$ cat config.mk
export PLATFORM = sky130hd
export DESIGN_NAME = fwd_ctrl_flat
export DESIGN_NICKNAME = d
export VERILOG_FILES = /design/src/rtl/fwd_ctrl_pkg.sv /design/src/rtl/fwd_ctrl_if.sv /design/src/rtl/fwd_ctrl_match.sv /design/src/rtl/fwd_ctrl.sv /design/src/flat_wrapper.sv
export SDC_FILE = /design/constraint.sdc
export NUM_CORES = 1
export LEC_CHECK = 0
export CORE_MARGIN = 2
export CORE_UTILIZATION = 44
export DETAILED_ROUTE_END_ITERATION = 7
export PLACE_DENSITY = 0.84
export RECOVER_POWER = 50
export SKIP_CTS_REPAIR_TIMING = 1
export SLEW_MARGIN = 20
export SYNTH_ARGS = -nofsm -noshare
export SYNTH_HDL_FRONTEND = slang
export SYNTH_SLANG_ARGS = --single-unit
$ cat constraint.sdc
create_clock -name clk -period 2.1 [get_ports clk]
set_clock_uncertainty 0.15 [all_clocks]
set_input_delay 0.42 -clock clk [delete_from_list [all_inputs] [get_ports clk]]
set_output_delay 0.42 -clock clk [all_outputs]
set_load 0.005 [all_outputs]
$ cat src/rtl/fwd_ctrl_pkg.sv
// Shared types for the EXE-stage forwarding / load-stall controller.
package fwd_ctrl_pkg;

  localparam int REG_AW = 5;

  typedef enum logic [1:0] {
    FWD_RF  = 2'd0,
    FWD_MEM = 2'd1,
    FWD_WB  = 2'd2,
    FWD_DC  = 2'd3
  } fwd_sel_t;

  typedef struct packed {
    logic [REG_AW-1:0] rd;
    logic              regwrite;
    logic              memread;
  } stg_t;

  typedef enum logic {
    ST_RUN     = 1'b0,
    ST_DC_WAIT = 1'b1
  } state_t;

  localparam stg_t STG_BUBBLE = '{rd: '0, regwrite: 1'b0, memread: 1'b0};

endpackage

$ cat src/rtl/fwd_ctrl_if.sv
// Bundle between the core pipeline (master) and the forwarding controller (slave).
interface fwd_ctrl_if #(
  parameter int CNT_W = 16
);
  import fwd_ctrl_pkg::*;

  logic [REG_AW-1:0] rs1_ID;
  logic [REG_AW-1:0] rs2_ID;
  logic [REG_AW-1:0] rd_ID;
  logic              regwrite_ID;
  logic              memread_ID;
  logic              flush;
  logic              ext_stall;
  logic              dcache_ready;
  logic [1:0]        rs_sel;
  logic [1:0]        rt_sel;
  logic              stall;
  logic [CNT_W-1:0]  stall_cycles;
  state_t            state_dbg;
  stg_t              wb_dbg;

  // All signals are level-based per cycle; no valid/ready pairing: the ID
  // fields are taken on any cycle where neither stall nor ext_stall is high.
  modport master (
    output rs1_ID, rs2_ID, rd_ID, regwrite_ID, memread_ID, flush, ext_stall, dcache_ready,
    input  rs_sel, rt_sel, stall, stall_cycles, state_dbg, wb_dbg
  );

  modport slave (
    input  rs1_ID, rs2_ID, rd_ID, regwrite_ID, memread_ID, flush, ext_stall, dcache_ready,
    output rs_sel, rt_sel, stall, stall_cycles, state_dbg, wb_dbg
  );

endinterface

$ cat src/rtl/fwd_ctrl_match.sv
// Priority compare of one ID source register against the EXE and MEM shadow entries.
module fwd_match
  import fwd_ctrl_pkg::*;
(
  input  logic [REG_AW-1:0] src_i,
  input  stg_t              e_i,
  input  logic [REG_AW-1:0] m_rd_i,
  input  logic              m_regwrite_i,
  output fwd_sel_t          sel_o
);

  // The younger producer in E wins over M; x0 never forwards.
  always_comb begin
    sel_o = FWD_RF;
    if (src_i == '0) begin
      sel_o = FWD_RF;
    end else if (e_i.regwrite && (e_i.rd == src_i)) begin
      sel_o = e_i.memread ? FWD_DC : FWD_MEM;
    end else if (m_regwrite_i && (m_rd_i == src_i)) begin
      sel_o = FWD_WB;
    end
  end

endmodule

$ cat src/rtl/fwd_ctrl.sv
// Forwarding select generation, D-cache load stall and stall-cycle counter.
module fwd_ctrl
  import fwd_ctrl_pkg::*;
#(
  parameter int CNT_W = 16
) (
  input  logic        clk,
  input  logic        rst,
  fwd_ctrl_if.slave   bus
);

  stg_t             e_q, e_d, m_q, w_q;
  state_t           state_q, state_d;
  fwd_sel_t         rs_sel_q, rs_sel_d, rt_sel_q, rt_sel_d;
  fwd_sel_t         rs_match, rt_match;
  logic [CNT_W-1:0] cnt_q, cnt_d;
  logic             m_load;
  logic             stall;
  logic             adv;

  assign m_load = m_q.memread && m_q.regwrite;

  fwd_match u_rs_match (
    .src_i        (bus.rs1_ID),
    .e_i          (e_q),
    .m_rd_i       (m_q.rd),
    .m_regwrite_i (m_q.regwrite),
    .sel_o        (rs_match)
  );

  fwd_match u_rt_match (
    .src_i        (bus.rs2_ID),
    .e_i          (e_q),
    .m_rd_i       (m_q.rd),
    .m_regwrite_i (m_q.regwrite),
    .sel_o        (rt_match)
  );

  // dcache_ready is used combinationally so the release cycle is not stalled.
  always_comb begin
    state_d = state_q;
    stall   = 1'b0;
    case (state_q)
      ST_RUN: begin
        stall = m_load && !bus.dcache_ready;
        if (stall) state_d = ST_DC_WAIT;
      end
      ST_DC_WAIT: begin
        stall = !bus.dcache_ready;
        if (bus.dcache_ready) state_d = ST_RUN;
      end
      default: state_d = ST_RUN;
    endcase
  end

  assign adv = !stall && !bus.ext_stall;

  always_comb begin
    e_d      = STG_BUBBLE;
    rs_sel_d = FWD_RF;
    rt_sel_d = FWD_RF;
    if (!bus.flush) begin
      e_d      = '{rd: bus.rd_ID, regwrite: bus.regwrite_ID, memread: bus.memread_ID};
      rs_sel_d = rs_match;
      rt_sel_d = rt_match;
    end
    cnt_d = cnt_q;
    if (stall && (cnt_q != '1)) cnt_d = cnt_q + CNT_W'(1);
  end

  always_ff @(posedge clk) begin
    if (rst) begin
      state_q  <= ST_RUN;
      cnt_q    <= '0;
      e_q      <= STG_BUBBLE;
      m_q      <= STG_BUBBLE;
      w_q      <= STG_BUBBLE;
      rs_sel_q <= FWD_RF;
      rt_sel_q <= FWD_RF;
    end else begin
      state_q <= state_d;
      cnt_q   <= cnt_d;
      if (adv) begin
        e_q      <= e_d;
        m_q      <= e_q;
        w_q      <= m_q;
        rs_sel_q <= rs_sel_d;
        rt_sel_q <= rt_sel_d;
      end
    end
  end

  assign bus.rs_sel       = rs_sel_q;
  assign bus.rt_sel       = rt_sel_q;
  assign bus.stall        = stall;
  assign bus.stall_cycles = cnt_q;
  assign bus.state_dbg    = state_q;
  assign bus.wb_dbg       = w_q;

endmodule

$ cat src/flat_wrapper.sv
// flat-port wrapper written by rule: the top's interface ports become plain ports
module fwd_ctrl_flat import fwd_ctrl_pkg::*;
#(
  parameter int CNT_W = 16
)
  (clk, rst, bus_rs1_ID, bus_rs2_ID, bus_rd_ID, bus_regwrite_ID, bus_memread_ID, bus_flush, bus_ext_stall, bus_dcache_ready, bus_rs_sel, bus_rt_sel, bus_stall, bus_stall_cycles, bus_state_dbg, bus_wb_dbg);
  fwd_ctrl_if #(.CNT_W(CNT_W)) bus_i ();
  input  logic clk;
  input  logic rst;
  input wire logic [$bits(bus_i.rs1_ID)-1:0] bus_rs1_ID;
  input wire logic [$bits(bus_i.rs2_ID)-1:0] bus_rs2_ID;
  input wire logic [$bits(bus_i.rd_ID)-1:0] bus_rd_ID;
  input wire logic [$bits(bus_i.regwrite_ID)-1:0] bus_regwrite_ID;
  input wire logic [$bits(bus_i.memread_ID)-1:0] bus_memread_ID;
  input wire logic [$bits(bus_i.flush)-1:0] bus_flush;
  input wire logic [$bits(bus_i.ext_stall)-1:0] bus_ext_stall;
  input wire logic [$bits(bus_i.dcache_ready)-1:0] bus_dcache_ready;
  output wire logic [$bits(bus_i.rs_sel)-1:0] bus_rs_sel;
  output wire logic [$bits(bus_i.rt_sel)-1:0] bus_rt_sel;
  output wire logic [$bits(bus_i.stall)-1:0] bus_stall;
  output wire logic [$bits(bus_i.stall_cycles)-1:0] bus_stall_cycles;
  output wire logic [$bits(bus_i.state_dbg)-1:0] bus_state_dbg;
  output wire logic [$bits(bus_i.wb_dbg)-1:0] bus_wb_dbg;
  assign bus_i.rs1_ID = bus_rs1_ID;
  assign bus_i.rs2_ID = bus_rs2_ID;
  assign bus_i.rd_ID = bus_rd_ID;
  assign bus_i.regwrite_ID = bus_regwrite_ID;
  assign bus_i.memread_ID = bus_memread_ID;
  assign bus_i.flush = bus_flush;
  assign bus_i.ext_stall = bus_ext_stall;
  assign bus_i.dcache_ready = bus_dcache_ready;
  assign bus_rs_sel = bus_i.rs_sel;
  assign bus_rt_sel = bus_i.rt_sel;
  assign bus_stall = bus_i.stall;
  assign bus_stall_cycles = bus_i.stall_cycles;
  assign bus_state_dbg = bus_i.state_dbg;
  assign bus_wb_dbg = bus_i.wb_dbg;
  fwd_ctrl #(.CNT_W(CNT_W)) u_core (.clk(clk), .rst(rst), .bus(bus_i));
endmodule
==> results.yml, run 1 <==
outcome:
  outcome: "completed"
synthesis:
  ys_ff_latch: 42
  synth_top_cell_area_share_pct: 41.6
  synthMuxAreaShare_pct: 0.495
  synthAdderAreaFrac_pct: 0.619
  synth.net_count: 259
  synthTopCellsByArea: "dfxtp_1, xor2_1, a21oi_1"
  synth_xor_area_share_pct: 13.0
  syn_inst: 236
  ys_seq_area_share_pct: 41.6
  ys_types: 37
  synth_compound_area_share_pct: 12.1
  yosysTopAreaCell: "dfxtp_1"
  syn_area_um2: 2020
  synth_top_family_by_area: "simple AND/OR/NAND/NOR gates"
  yosys.area_share.simple_pct: 29.3
  syn_avg_cell_area_um2: 8.56
  yosysWarnings: 0
critical_path:
  max_stage_delay_ns: 0.51
  r2r-end: "u_core.bus.stall_cycles[14]"
  worst_ep_required_time_ns: 1.53
  end_kind: "output pin"
  cp_slowest_cell: "clkdlybuf4s50_1"
  cp_max_fo: 2
  ff2ff_path_depth: 6
  critPathBufInv: 2
  critPathMostFrequentCell: "clkdlybuf4s50_1"
  path_cells: "clkdlybuf4s50_1 -> nor2_2 -> clkdlybuf4s50_1"
  r2r_slack_ns: 0.22
  startpoint_type: "input port"
  worstPathArrival_ns: 1.48
  critPathKind: "input port to output pin"
  path_delay_family: "buffers and inverters"
  rr_startpoint: "u_core.bus.stall_cycles[1]"
worst_hold_path:
  hold_end: "u_core.bus.wb_dbg[3]"
  worstHoldStart: "u_core.bus.wb_dbg[3]"
  hp-class: "flop to flop"
  hold_depth: 2
clock_network:
  htreeDepth: 2
  cts.sinks: 42
  clkTransAtPathRegs_ns: 0.07
  numCtsBuffers: 5
  clk_path_buf_depth: 2
  cts_tree: "done"
  root_buffer: "clkbuf_8"
  clk-insertion-delay-late_ns: 0.28
global_routing:
  grt.overflow.total: 0
  grtUsageTotal_pct: 19.8
  grt_pass1_wl_um: 8150
  grt_pass1_vias: 1780
  grt_max_degree: 43
  antenna_found_initial: 0
die:
  die-area_um2: 5150
  initial_core_util_pct: 46.1
  io_pins: 51
  std_cell_rows: 24
  die_h_um: 71.8
  die_x_um: 71.8
  core-area_um2: 4380
routing:
  dr_total_vias: 1873
  first_pass_iters: 4
  first_iter_violations: 92
  routedWlPerCell_um: 13.5
  route.detailed.drc: 0
  drt-vias-per-instance: 5.34
  routed_wirelength_um: 4750
  postRouteAntennaNets: 0
pwr:
  leakagePower_nw: 1.08
  ir_drop_mv: 0.338
  power.density_nw_per_um2: 540
sta:
  period_share_pct: 97.4
  slew_headroom_pct: 71.4
  worst_slew_pin_slew_ns: 0.426
  period_needed_ns: 2.05
  max_freq_mhz: 489
  rsz0062_at_grt: "false"
  hold_viol: 0
  report.final.setup_viol: 0
  slew_violations: 0
placement:
  finalWeightedCongestion: 0.867
  dp_cells: 342
  placed_cell_area_um2: 2660
  dp_hpwl_um: 3450
  port_buffers: 50
finish:
  seq_area_um2: 841
  layoutNonFillerInstCount: 351
  final_nets: 321
  area_delta_synth_final_pct: 36.2
  postLayoutCellArea_um2: 2750
  n_fill_cell: 393
  final_common_cell: "dfxtp_1"
  finish.utilization_pct: 62.8
  drive_gt1_share_pct: 11.4
  final_cell_mix: "dfxtp_1, nand2_1, clkdlybuf4s50_1"
  multi_input_area_um2: 1120
  antenna_cells: 0
flow_run:
  drv_cap: 0
-- report_power, final --
| group | internal [W] | switching, W | total (W) |
|---|---|---|---|
| clock | 0.000265 | 0.000259 | 0.000524 |
| combinational | 0.0000781 | 0.0000662 | 0.000144 |
| sequential | 0.000805 | 0.0000115 | 0.000816 |
-- logic make-up (layout without fill, tap and decap cells) --
kind of cell	count (synthesis)	after routing
fa+ha+maj	1	1
buf+inv	12	75
compound gates	39	39
flops	42	42
mux	1	1
simple gates	111	111
xor+xnor	30	30
-- worst max path at each step --
stage	start	endpoint	depth (start not counted)
5_1_grt	u_core.m_q[1]	bus_stall	3
4_1_cts	bus_dcache_ready	bus_stall	3
6_report	bus_dcache_ready	bus_stall	3
3_3_place_gp	bus_rs2_ID[1]	u_core.bus.rt_sel[0]	6
2_1_floorplan	u_core.bus.stall_cycles[0]	u_core.bus.stall_cycles[14]	7
3_5_place_dp	bus_rs2_ID[1]	u_core.bus.rt_sel[0]	6
-- sequential cells by signal (all words and copies together) (netlist names) --
name	cells
u_core.bus.rs_sel	2
u_core.bus.rt_sel	2
u_core.bus.stall_cycles	16
u_core.bus.state_dbg	1
u_core.bus.wb_dbg	7
u_core.e_q	7
u_core.m_q	7
-- metrics by stage --
| stage | TNS, ns | hold slack [ns] | worst slack, ns | power [W] |
|---|---|---|---|---|
| final | 0 | 0.302 | 0.0548 | 0.00148 |
| after global routing | 0 | 0.331 | 0.00217 | 0.00155 |
| after CTS | 0 | 0.306 | 0.0308 | 0.00150 |
| after detailed placement | -0.0371 | 0.296 | -0.0250 | 0.000980 |
| after global placement | 0 | 0.292 | 0.0252 | 0.000978 |
| after floorplan | 0 | 0.303 | 0.365 | 0.000900 |
-- final cells by class --
| cell class | count | share of cell area (%) |
|---|---|---|
| Timing Repair Buffer | 67 | 23.0 |
| Multi-Input combinational cell | 182 | 40.8 |
| Sequential cell | 42 | 30.6 |
| Tap cell | 52 | 2.36 |
| Clock inverter | 1 | 0.182 |
| Clock buffer | 7 | 3.14 |
-- worst reg2reg max path: cells and delay by family, from the launching register on --
family	cells	cell delay [ns]
AO/OA/AOI/OAI	1	0.14
adder cells (fa/ha/maj)	1	0.21
flip-flops	1	0.40
AND/OR/NAND/NOR	4	0.94
-- synthesized netlist by cell type (all sizes together) --
master,instances
ha,1
dfxtp,42
and4,4
a311oi,1
nor3,5
a41o,1
nand4b,2
nor3b,7
and3,4
nand4,8
a31oi,1
mux2i,1
nand3,11
a21oi,27
xnor2,6
o21ai,2
clkbuf,6
nor4,4
and2,2
a22oi,4
buf,6
xor2,24
nand2,34
or4,2
or3,1
nor4b,1
o21bai,1
nor2,26
a211oi,2
-- metal layers --
metal | up-vias | share of wire (%) | routed length, um | global-route usage, %
met5 | - | 0 | 0 | 0
met2 | 52 | 50 | 2380 | 32.9
met1 | 868 | 44 | 2090 | 25.3
met4 | 0 | 0.50 | 24 | 4.82
met3 | 2 | 5.5 | 261 | 5.63
li1 | 951 | - | - | -
No activity file was read; power rests on OpenSTA's default activity.
==> run 2: changes to the inputs <==
Settings changed: CORE_MARGIN 2 to 3, TNS_END_PERCENT set to 30.
==> run 2 against run 1 <==
Worst hold slack worse by 0.0027 ns. Total power up 0.73%. Setup slack improved by 0.12 ns. Routed wire length is 1.6% higher. Maximum frequency rose by 6.4%. Sequential cell count unchanged. Global-route usage shrank 1.5 points. Sequential share of layout area rose by 0.35 points. Critical endpoint is now u_core.bus.rt_sel[0]. Largest cell class unchanged.
==> results.yml, run 2 (synthesis gave the netlist of run 1 again) <==
routing:
  routedWlPerCell_um: 13.8
  postRouteAntennaNets: 0
  route.detailed.drc: 0
  drt-vias-per-instance: 5.28
  first_iter_violations: 83
  routed_wirelength_um: 4830
  first_pass_iters: 4
  dr_total_vias: 1841
critical_path:
  cp_max_fo: 3
  path_delay_family: "simple AND/OR/NAND/NOR gates"
  critPathKind: "input port to flop"
  path_cells: "dlygate4sd3_1 -> or4_1 -> nor2_1 -> nor3_1 -> a22oi_1 -> nor2_1"
  startpoint_type: "input port"
  end_kind: "flop"
  cp_slowest_cell: "dlygate4sd3_1"
  worstPathArrival_ns: 1.93
  critPathMostFrequentCell: "nor2_1"
  critPathBufInv: 1
  max_stage_delay_ns: 0.59
  worst_ep_required_time_ns: 2.11
sta:
  period_needed_ns: 1.92
  max_freq_mhz: 520
  rsz0062_at_grt: "false"
  report.final.setup_viol: 0
  hold_viol: 0
  period_share_pct: 91.6
  hold_ws_ns: 0.300
  slew_violations: 0
  worst_slew_pin_slew_ns: 0.824
  slew_headroom_pct: 45.1
  tns_ns: 0
die:
  die_x_um: 73.8
  std_cell_rows: 24
  die-area_um2: 5440
  die_h_um: 73.8
  core-area_um2: 4380
  io_pins: 51
  initial_core_util_pct: 46.1
clock_network:
  htreeDepth: 2
  cts_tree: "done"
  clk-insertion-delay-late_ns: 0.29
  numCtsBuffers: 5
  root_buffer: "clkbuf_8"
  clkTransAtPathRegs_ns: 0.08
  cts.sinks: 42
  clk_path_buf_depth: 2
pwr:
  ir_drop_mv: 0.347
  total_power_w: 0.00150
  leakagePower_nw: 1.05
  power.density_nw_per_um2: 550
worst_hold_path:
  hp-class: "flop to flop"
flow_run:
  drv_cap: 0
finish:
  layoutNonFillerInstCount: 349
  antenna_cells: 0
  largest_reg_flops: 16
  area_delta_synth_final_pct: 34.6
  drive_gt1_share_pct: 11.1
  finish.utilization_pct: 62.0
  final_common_cell: "dfxtp_1"
  final_cell_mix: "dfxtp_1, clkdlybuf4s50_1, nand2_1"
  final_nets: 319
global_routing:
  grt_pass1_wl_um: 7850
  grt.overflow.total: 0
  grtUsageTotal_pct: 18.2
  grt_pass1_vias: 1770
  antenna_found_initial: 0
  grt_max_degree: 43
placement:
  port_buffers: 50
  dp_hpwl_um: 3440
  finalWeightedCongestion: 0.831
  dp_cells: 341
outcome:
  outcome: "completed"
run 2: report_power, final:
| group | internal [W] | switching (W) |
|---|---|---|
| combinational | 0.0000716 | 0.0000657 |
| clock | 0.000264 | 0.000278 |
| sequential | 0.000805 | 0.0000113 |
run 2: per-stage QoR:
stage	worst slack [ns]	cell area [um2]
after floorplan	0.365	2020
after global placement	0.0148	2650
after detailed placement	-0.0225	2650
after CTS	0.0386	2750
after global routing	0.0521	2720
final	0.177	2720
run 2: tightest hold or removal path, stage by stage, from the launching register on:
cell and delay [ns]:
dfxtp_1 0.31, nand2_1 0.05, a21oi_1 0.05
run 2: final cells by class:
class	count	area, um2
multi-input cells	182	1110
fillers	399	1660
clock buffers	6	82.6
flip-flops and latches	42	841
clock inverters	2	12.5
well taps	52	65.1
repair buffers	65	604
run 2: layer usage:
metal | vias up | wire [um] | global-route usage [%]
li1 | 949 | - | -
met1 | 833 | 2180 | 23.2
met2 | 48 | 2310 | 29.8
met3 | 11 | 245 | 3.97
met4 | 0 | 89 | 7.04
met5 | - | 0 | 0
run 2: final timing paths:
path / startpoint / endpoint / slack (ns) / depth (start not counted)
max: bus_rs2_ID[1] / u_core.bus.rt_sel[0] / 0.18 / 6
min: u_core.bus.wb_dbg[4] / u_core.bus.wb_dbg[4] / 0.30 / 2
max reg2reg: u_core.bus.stall_cycles[1] / u_core.bus.stall_cycles[7] / 0.20 / 6
min reg2reg: u_core.bus.wb_dbg[4] / u_core.bus.wb_dbg[4] / 0.30 / 2
==> run 3: changes to the inputs <==
Settings changed: CTS_CLUSTER_DIAMETER set to 30.
==> results of run 3 <==
The final DEF is identical to that of run 2; final timing and power are the same.
